File: config.mk
export PLATFORM = sky130hd
export DESIGN_NAME = stopwatch_core
export DESIGN_NICKNAME = d
export VERILOG_FILES = /design/src/rtl/stopwatch_core.sv
export SDC_FILE = /design/constraint.sdc
export NUM_CORES = 1
export LEC_CHECK = 0
export CAP_MARGIN = 0
export CORE_ASPECT_RATIO = 0.75
export CORE_MARGIN = 10
export CORE_UTILIZATION = 52
export CTS_CLUSTER_DIAMETER = 40
export DETAILED_ROUTE_END_ITERATION = 6
export PLACE_DENSITY = 0.8
export SLEW_MARGIN = 20
export SYNTH_ARGS = -nofsm -noshare
export SYNTH_HDL_FRONTEND = slang
export SYNTH_SLANG_ARGS = --single-unit
File: constraint.sdc
create_clock -name cin -period 2.9 [get_ports cin]
set_input_delay 0.58 -clock cin [delete_from_list [all_inputs] [get_ports cin]]
set_output_delay 0.58 -clock cin [all_outputs]
set_load 0.01 [all_outputs]
File: src/rtl/stopwatch_core.sv
// stopwatch_core: centisecond BCD stopwatch (mm:ss.cc) fed by the 10 ms divider toggle.
// Lap hold (frozen display while counting) is built only when STOPWATCH_LAP_HOLD_EN is defined.
module stopwatch_core #(
    parameter int SYNC_STAGES     = 2,
    parameter bit TICK_BOTH_EDGES = 1'b1
) (
    input  logic       cin,
    input  logic       rst_n,
    input  logic       tick,
    input  logic       start_stop_n,
    input  logic       clear_n,
    output logic [3:0] cc_ones,
    output logic [3:0] cc_tens,
    output logic [3:0] s_ones,
    output logic [3:0] s_tens,
    output logic [3:0] m_ones,
    output logic [3:0] m_tens,
    output logic       running,
    output logic       ovf,
    output logic       lap_active
);

    typedef enum logic [1:0] {
        ST_IDLE  = 2'd0,
        ST_RUN   = 2'd1,
        ST_PAUSE = 2'd2
    } state_t;

    state_t                 state_q, state_d;
    logic [SYNC_STAGES-1:0] tick_sync_q, ss_sync_q, clr_sync_q;
    logic                   tick_edge_q, ss_edge_q, clr_edge_q;
    logic                   tick_s, ss_s, clr_s;
    logic                   tick_evt, start_evt, clr_evt;
    logic [23:0]            cnt_q, cnt_d, shown;
    logic                   ovf_q, ovf_d;
    logic                   cnt_inc, cnt_zero, cnt_we;

    // Increment a packed {m_tens,m_ones,s_tens,s_ones,cc_tens,cc_ones} BCD count; MSB flags wrap.
    function automatic logic [24:0] bcd_inc(input logic [23:0] c);
        logic [23:0] r;
        logic        carry;
        logic [3:0]  dmax;
        r     = c;
        carry = 1'b1;
        for (int i = 0; i < 6; i++) begin
            dmax = (i == 3 || i == 5) ? 4'd5 : 4'd9;
            if (carry) begin
                if (r[i*4 +: 4] == dmax) begin
                    r[i*4 +: 4] = 4'd0;
                end else begin
                    r[i*4 +: 4] = r[i*4 +: 4] + 4'd1;
                    carry       = 1'b0;
                end
            end
        end
        return {carry, r};
    endfunction

    // Synchronizers and edge registers; keys idle high, tick idles low after reset.
    always_ff @(posedge cin or negedge rst_n) begin
        if (!rst_n) begin
            tick_sync_q <= '0;
            ss_sync_q   <= '1;
            clr_sync_q  <= '1;
            tick_edge_q <= 1'b0;
            ss_edge_q   <= 1'b1;
            clr_edge_q  <= 1'b1;
        end else begin
            tick_sync_q <= {tick_sync_q[SYNC_STAGES-2:0], tick};
            ss_sync_q   <= {ss_sync_q[SYNC_STAGES-2:0], start_stop_n};
            clr_sync_q  <= {clr_sync_q[SYNC_STAGES-2:0], clear_n};
            tick_edge_q <= tick_s;
            ss_edge_q   <= ss_s;
            clr_edge_q  <= clr_s;
        end
    end

    assign tick_s    = tick_sync_q[SYNC_STAGES-1];
    assign ss_s      = ss_sync_q[SYNC_STAGES-1];
    assign clr_s     = clr_sync_q[SYNC_STAGES-1];
    assign tick_evt  = TICK_BOTH_EDGES ? (tick_s ^ tick_edge_q) : (tick_s & ~tick_edge_q);
    assign start_evt = ss_edge_q & ~ss_s;
    // Start wins over a coincident clear.
    assign clr_evt   = clr_edge_q & ~clr_s & ~start_evt;

    always_ff @(posedge cin or negedge rst_n) begin
        if (!rst_n) begin
            state_q <= ST_IDLE;
        end else begin
            state_q <= state_d;
        end
    end

    always_comb begin
        state_d = state_q;
        case (state_q)
            ST_IDLE: begin
                if (start_evt) state_d = ST_RUN;
            end
            ST_RUN: begin
                if (start_evt) state_d = ST_PAUSE;
            end
            ST_PAUSE: begin
                if (start_evt)    state_d = ST_RUN;
                else if (clr_evt) state_d = ST_IDLE;
            end
            default: state_d = ST_IDLE;
        endcase
    end

    always_comb begin
        running = (state_q == ST_RUN);
    end

    // Ticks count only in RUN (judged on the current state, so a tick with start in RUN is kept).
    assign cnt_inc  = tick_evt & (state_q == ST_RUN);
    assign cnt_zero = clr_evt & (state_q != ST_RUN);
    assign cnt_we   = cnt_inc | cnt_zero;

    always_comb begin
        cnt_d = cnt_q;
        ovf_d = ovf_q;
        if (cnt_zero) begin
            cnt_d = '0;
            ovf_d = 1'b0;
        end else if (cnt_inc) begin
            {ovf_d, cnt_d} = bcd_inc(cnt_q);
            ovf_d = ovf_d | ovf_q;
        end
    end

    always_ff @(posedge cin or negedge rst_n) begin
        if (!rst_n) begin
            cnt_q <= '0;
            ovf_q <= 1'b0;
        end else begin
            if (cnt_we) cnt_q <= cnt_d;
            ovf_q <= ovf_d;
        end
    end

`ifdef STOPWATCH_LAP_HOLD_EN
    logic        lap_q, lap_d;
    logic [23:0] disp_q;

    // Any start event leaves RUN or enters it with no hold, so it always drops the hold.
    always_comb begin
        lap_d = lap_q;
        if (start_evt) begin
            lap_d = 1'b0;
        end else if (clr_evt) begin
            lap_d = (state_q == ST_RUN) ? ~lap_q : 1'b0;
        end
    end

    always_ff @(posedge cin or negedge rst_n) begin
        if (!rst_n) begin
            lap_q <= 1'b0;
        end else begin
            lap_q <= lap_d;
        end
    end

    // Snapshot includes a tick landing on the same cycle as the lap press.
    always_ff @(posedge cin) begin
        if (!lap_q && lap_d) disp_q <= cnt_d;
    end

    assign shown      = lap_q ? disp_q : cnt_q;
    assign lap_active = lap_q;
`else
    assign shown      = cnt_q;
    assign lap_active = 1'b0;
`endif

    assign {m_tens, m_ones, s_tens, s_ones, cc_tens, cc_ones} = shown;
    assign ovf = ovf_q;

endmodule

Yosys cells after proc, flatten, opt, wreduce, memory -nomap -nowiden
Index checks and enable logic that the tools add are counted.

word-level totals
  register bits after elaboration = 36
  input port bits = 5
  output and inout bits = 27
  word-level logic and storage cells = 100

operators by class
  $add $sub $neg = 6
  equality and inequality tests = 12
  muxes and demuxes = 43
  bitwise operators = 11
  reductions and logical operators = 14

operators by type and width
  operator                                        number
  two-way mux 24 bit                              2
  two-way mux 4 bit                               11
  two-way mux 1 bit                               25
  adder 4 x 1 -> 4 bit (second input constant)    6
  AND reduction 3 bit                             6
  == test 4 bit (second input constant)           4
  nonzero test 2 bit                              6
  == test 4 x 3 -> 1 bit (second input constant)  2
  two-way mux 2 bit                               4
  case mux 2 bit (3 select lines)                 1
  bitwise AND 1 bit                               5
  != test 2 x 1 -> 1 bit (second input constant)  2
  != test 3 bit (second input constant)           1
  NOT 1 bit                                       3
  == test 2 x 1 -> 1 bit (second input constant)  1
  == test 2 bit (second input constant)           1
  zero test 2 bit                                 1
  != test 2 bit (second input constant)           1
  bitwise OR 1 bit                                2
  AND reduction 2 bit                             1
  bitwise XOR 1 bit                               1

Longest topological paths before layout
  depth after elaboration = 24
  gate-level depth with buffers = 8
  mapped depth without buffers = 6

Worst setup path after synthesis
No wires, ideal clock.

  path type = reg-to-reg
  from = register cnt_q[1]
  to = register cnt_q[23]
  setup time = 78 ps
  data arrival time = 1,791 ps
  data required time = 2,822 ps
  slack = 1,031 ps
  stages on the path, launching flop included = 8
  buffers on the path = 1
  period minus slack after synthesis = 1,869 ps
  cells stage by stage = dfrtp_1 > inv_1 > ha_1 > and3b_1 > nand4_2 > buf_6 > or4b_1 > a21oi_1

between the ends
  word-level cells in the longest chain between the ends = 18

ends and longest elaborated chain
  what                           RTL line  source
  from (decl)                    34        logic [23:0] cnt_q, cnt_d, shown;
  from (signal assigned)         137       if (cnt_we) cnt_q <= cnt_d;
  == test 4 bit                  48        if (r[i*4 +: 4] == dmax) begin
  two-way mux 1 bit              48
  two-way mux 1 bit              126       end else if (cnt_inc) begin
  two-way mux 1 bit              123       if (cnt_zero) begin
  two-way mux 1 bit              47        if (carry) begin
  two-way mux 1 bit              126
  two-way mux 1 bit              123
  two-way mux 1 bit              47
  (+2 left out)                  n/a
  two-way mux 1 bit              47
  two-way mux 1 bit              126
  two-way mux 1 bit              123
  two-way mux 1 bit              47
  two-way mux 1 bit              126
  two-way mux 1 bit              123
  nonzero test 2 bit (no line)   n/a
  AND reduction 3 bit (no line)  n/a

Every way passes these cells. The select of a mux whose other input is x is not followed.
A chain may end at the register's enable or synchronous reset.

Worst setup path after layout
  from = register cnt_q[1]
  to = register cnt_q[20]

Same word-level chain as after synthesis.

==> flow_metrics.env <==
export IMPL_status="finished clean"
export IMPL_cp_required_ns=3.10
export IMPL_path_class="reg -> reg"
export IMPL_portBuffers=30
export IMPL_synthCells=186
export IMPL_cts_tree="built"
export IMPL_clock_latency_ns=0.29
export IMPL_worstSetupEndpointType="register"
export IMPL_hold_end="clr_sync_q[1]"
export IMPL_dr_first_iter_drc_count=85
export IMPL_crit_chain="inv_1 -> ha_1 -> and3b_1 -> nand4_2 -> or4_1 -> a21oi_1"
export IMPL_syn_nets=203
export IMPL_grt_ovfl_total=0
export IMPL_min_path_cells=0
export IMPL_max_freq_mhz=398.0
export IMPL_hp_start="clr_sync_q[0]"
export IMPL_total_power_mw=1.362
export IMPL_worstHoldPathType="reg -> reg"
export IMPL_tns_ns=0
export IMPL_first_pass_iters=4
export IMPL_routabilityCongestion=0.8241
export IMPL_rsz0062_at_grt="false"
export IMPL_r2r_cells=6
export IMPL_vias=1555
export IMPL_mappedNetlistArea_sq_um=1893
export IMPL_final_cell_mix="30 x dfrtp_1, 30 x clkdlybuf4s50_1, 20 x a21oi_1"
export IMPL_place_ws_ns=0.5003
export IMPL_r2r_start="cnt_q[1]"
export IMPL_dp_hpwl_microns=3088
export IMPL_n_fill_cell=262
export IMPL_cap_violations=0
export IMPL_tightest_slew_ns=0.6485
export IMPL_clock_sinks=36
export IMPL_drc=0
export IMPL_grt_total_usage_pct=14.02
export IMPL_post_cts_buffers=0
export IMPL_finalCriticalPeriod_ns=2.513
export IMPL_yosys_warnings=0
export IMPL_worstSetupStartpoint="cnt_q[1]"
export IMPL_io_pins=32
export IMPL_grt_max_degree=37
export IMPL_die_h_microns=72.26
export IMPL_viasPerCell=5.846
export IMPL_crit_family="simple AND/OR/NAND/NOR gates"
export IMPL_synth_avg_cell_area_sq_um=10.18
export IMPL_hold_ws_ns=0.3642
export IMPL_die_area_sq_um=6479
export IMPL_fin_crit_sh_pct=86.65
export IMPL_clock_root_buffer="clkbuf_8"
export IMPL_grt_pass1_vias=1569
export IMPL_regToRegSetupSlack_ns=0.39
export IMPL_hold_buffers=0
export IMPL_arrival_ns=2.71
export IMPL_ant_nets=0
export IMPL_worst_path_stages=6
export IMPL_cts_buffers_inserted=5
export IMPL_num_rows=18
export IMPL_syn2layout_area_growth_pct=23.33
export IMPL_drive_above_1_share_pct=10.19
export IMPL_drv_slew=0
export IMPL_worst_slack_ns=0.3872
export IMPL_antenna_found_initial=0
export IMPL_skew_ns=0.005737
export IMPL_cts_repair_resized=0
export IMPL_antenna_cells=0
export IMPL_p_leak_nw=0.9869
export IMPL_final_nets=232
export IMPL_ys_flop_type="dfrtp_1"
export IMPL_core_area_sq_um=3401
export IMPL_peakVddDrop_v=0.0003623
export IMPL_start_util_pct=55.67
export IMPL_synth_seq_cells=36
export IMPL_wire_per_inst_microns=16.06
export IMPL_fin_util_pct=68.65
export IMPL_synth_edff_count=0
export IMPL_start_kind="register"
export IMPL_hold_viol=0
export IMPL_clk_pin_slew_worst_paths_ns=0.08
export IMPL_wirelength_microns=4273
export IMPL_worst_path_buf_inv=1
export IMPL_grt_pass1_wl_microns=7314
export IMPL_htree_levels=2
export IMPL_yosysSeqAreaShare_pct=47.98
export IMPL_synthArstFlopShare_pct=100.0
export IMPL_clockBufferDepth=2
export IMPL_r2r_end="cnt_q[20]"
export IMPL_setup_violations=0
export IMPL_power_density_nw_per_um2=583.5
export IMPL_worstPathMaxFanout=30
export IMPL_cp_slowest_cell="or4_1"
export IMPL_max_stage_delay_ns=0.70
export IMPL_synthDistinctLibCells=39
export IMPL_slew_headroom_pct=56.67
export IMPL_die_w_microns=89.67
-- state kept, by name, indices dropped and copies added, names as in the netlist --
name / flops
clr_edge_q: 1
clr_sync_q: 2
cnt_q: 24
ovf: 1
ss_edge_q: 1
ss_sync_q: 2
state_q: 2
tick_edge_q: 1
tick_sync_q: 2
-- final cells by class --
type	instances	area, sq um	area share [%]
Clock buffer	5	68.82	2.947
Clock inverter	3	46.29	1.983
Inverter	10	37.54	1.608
Multi-Input combinational cell	130	895.9	38.37
Sequential cell	36	908.4	38.91
Tap cell	50	62.56	2.680
Timing Repair Buffer	32	315.3	13.50
-- per-layer routing --
layer | vias to the layer above | share of wire, % | global-route usage, %
met3 | 6 | 6.6 | 4.688
met4 | 0 | 0.73 | 4.577
li1 | 730 | - | -
met5 | - | 0 | 0
met1 | 768 | 44 | 17.08
met2 | 51 | 49 | 22.75
-- worst max path at each step --
stage / slack, ns / end
after global routing: 0.23 / cnt_q[20]
final: 0.39 / cnt_q[20]
after detailed placement: 0.50 / cnt_q[20]
after floorplan: 1.03 / cnt_q[23]
after CTS: 0.43 / cnt_q[20]
after global placement: 0.69 / cnt_q[23]
-- kinds of logic after synthesis --
kind of cell / synth area share [%]
AOI/OAI and AO/OA: 11.24
xor gates and xnor gates: 1.322
adders and majority gates: 7.931
buffers and inverters: 4.693
DFF: 47.98
muxes: 2.842
other: 0.1981
and+or+nand+nor: 23.79
-- per-stage QoR --
step / cell area (sq um) / cells
finish: 2335 / 266
global route: 2335 / 266
CTS: 2335 / 266
detailed placement: 2220 / 258
global placement: 2220 / 258
floorplan: 1893 / 186
-- synth_stat cells, types with 2 or more instances --
master / instances / area, sq um
and2_1: 4 / 25.02
mux2i_1: 2 / 20.02
nand2b_1: 3 / 18.77
or3_1: 5 / 31.28
nand3_1: 7 / 35.03
nand2_1: 6 / 22.52
o21ai_0: 13 / 65.06
dfrtp_1: 30 / 750.7
buf_2: 2 / 10.01
or4b_1: 2 / 20.02
a21oi_1: 20 / 100.1
nor3_1: 3 / 15.01
or4_1: 9 / 67.56
dfstp_2: 6 / 157.7
buf_1: 3 / 11.26
mux2_2: 3 / 33.78
nor2_1: 10 / 37.54
clkbuf_1: 3 / 11.26
ha_1: 12 / 150.1
o31ai_1: 4 / 30.03
nand4_1: 4 / 25.02
and3b_1: 7 / 61.31
nand3b_1: 3 / 22.52
inv_1: 10 / 37.54
-- report_power, final --
part / leakage, nW / switching, mW / total (mW) / internal, mW
registers: 0.467 / 0.0651 / 0.622 / 0.557
logic: 0.465 / 0.135 / 0.289 / 0.154
clock network: 0.0548 / 0.192 / 0.451 / 0.259
total: 0.987 / 0.393 / 1.36 / 0.970
No activity file was read; power rests on OpenSTA's default activity.
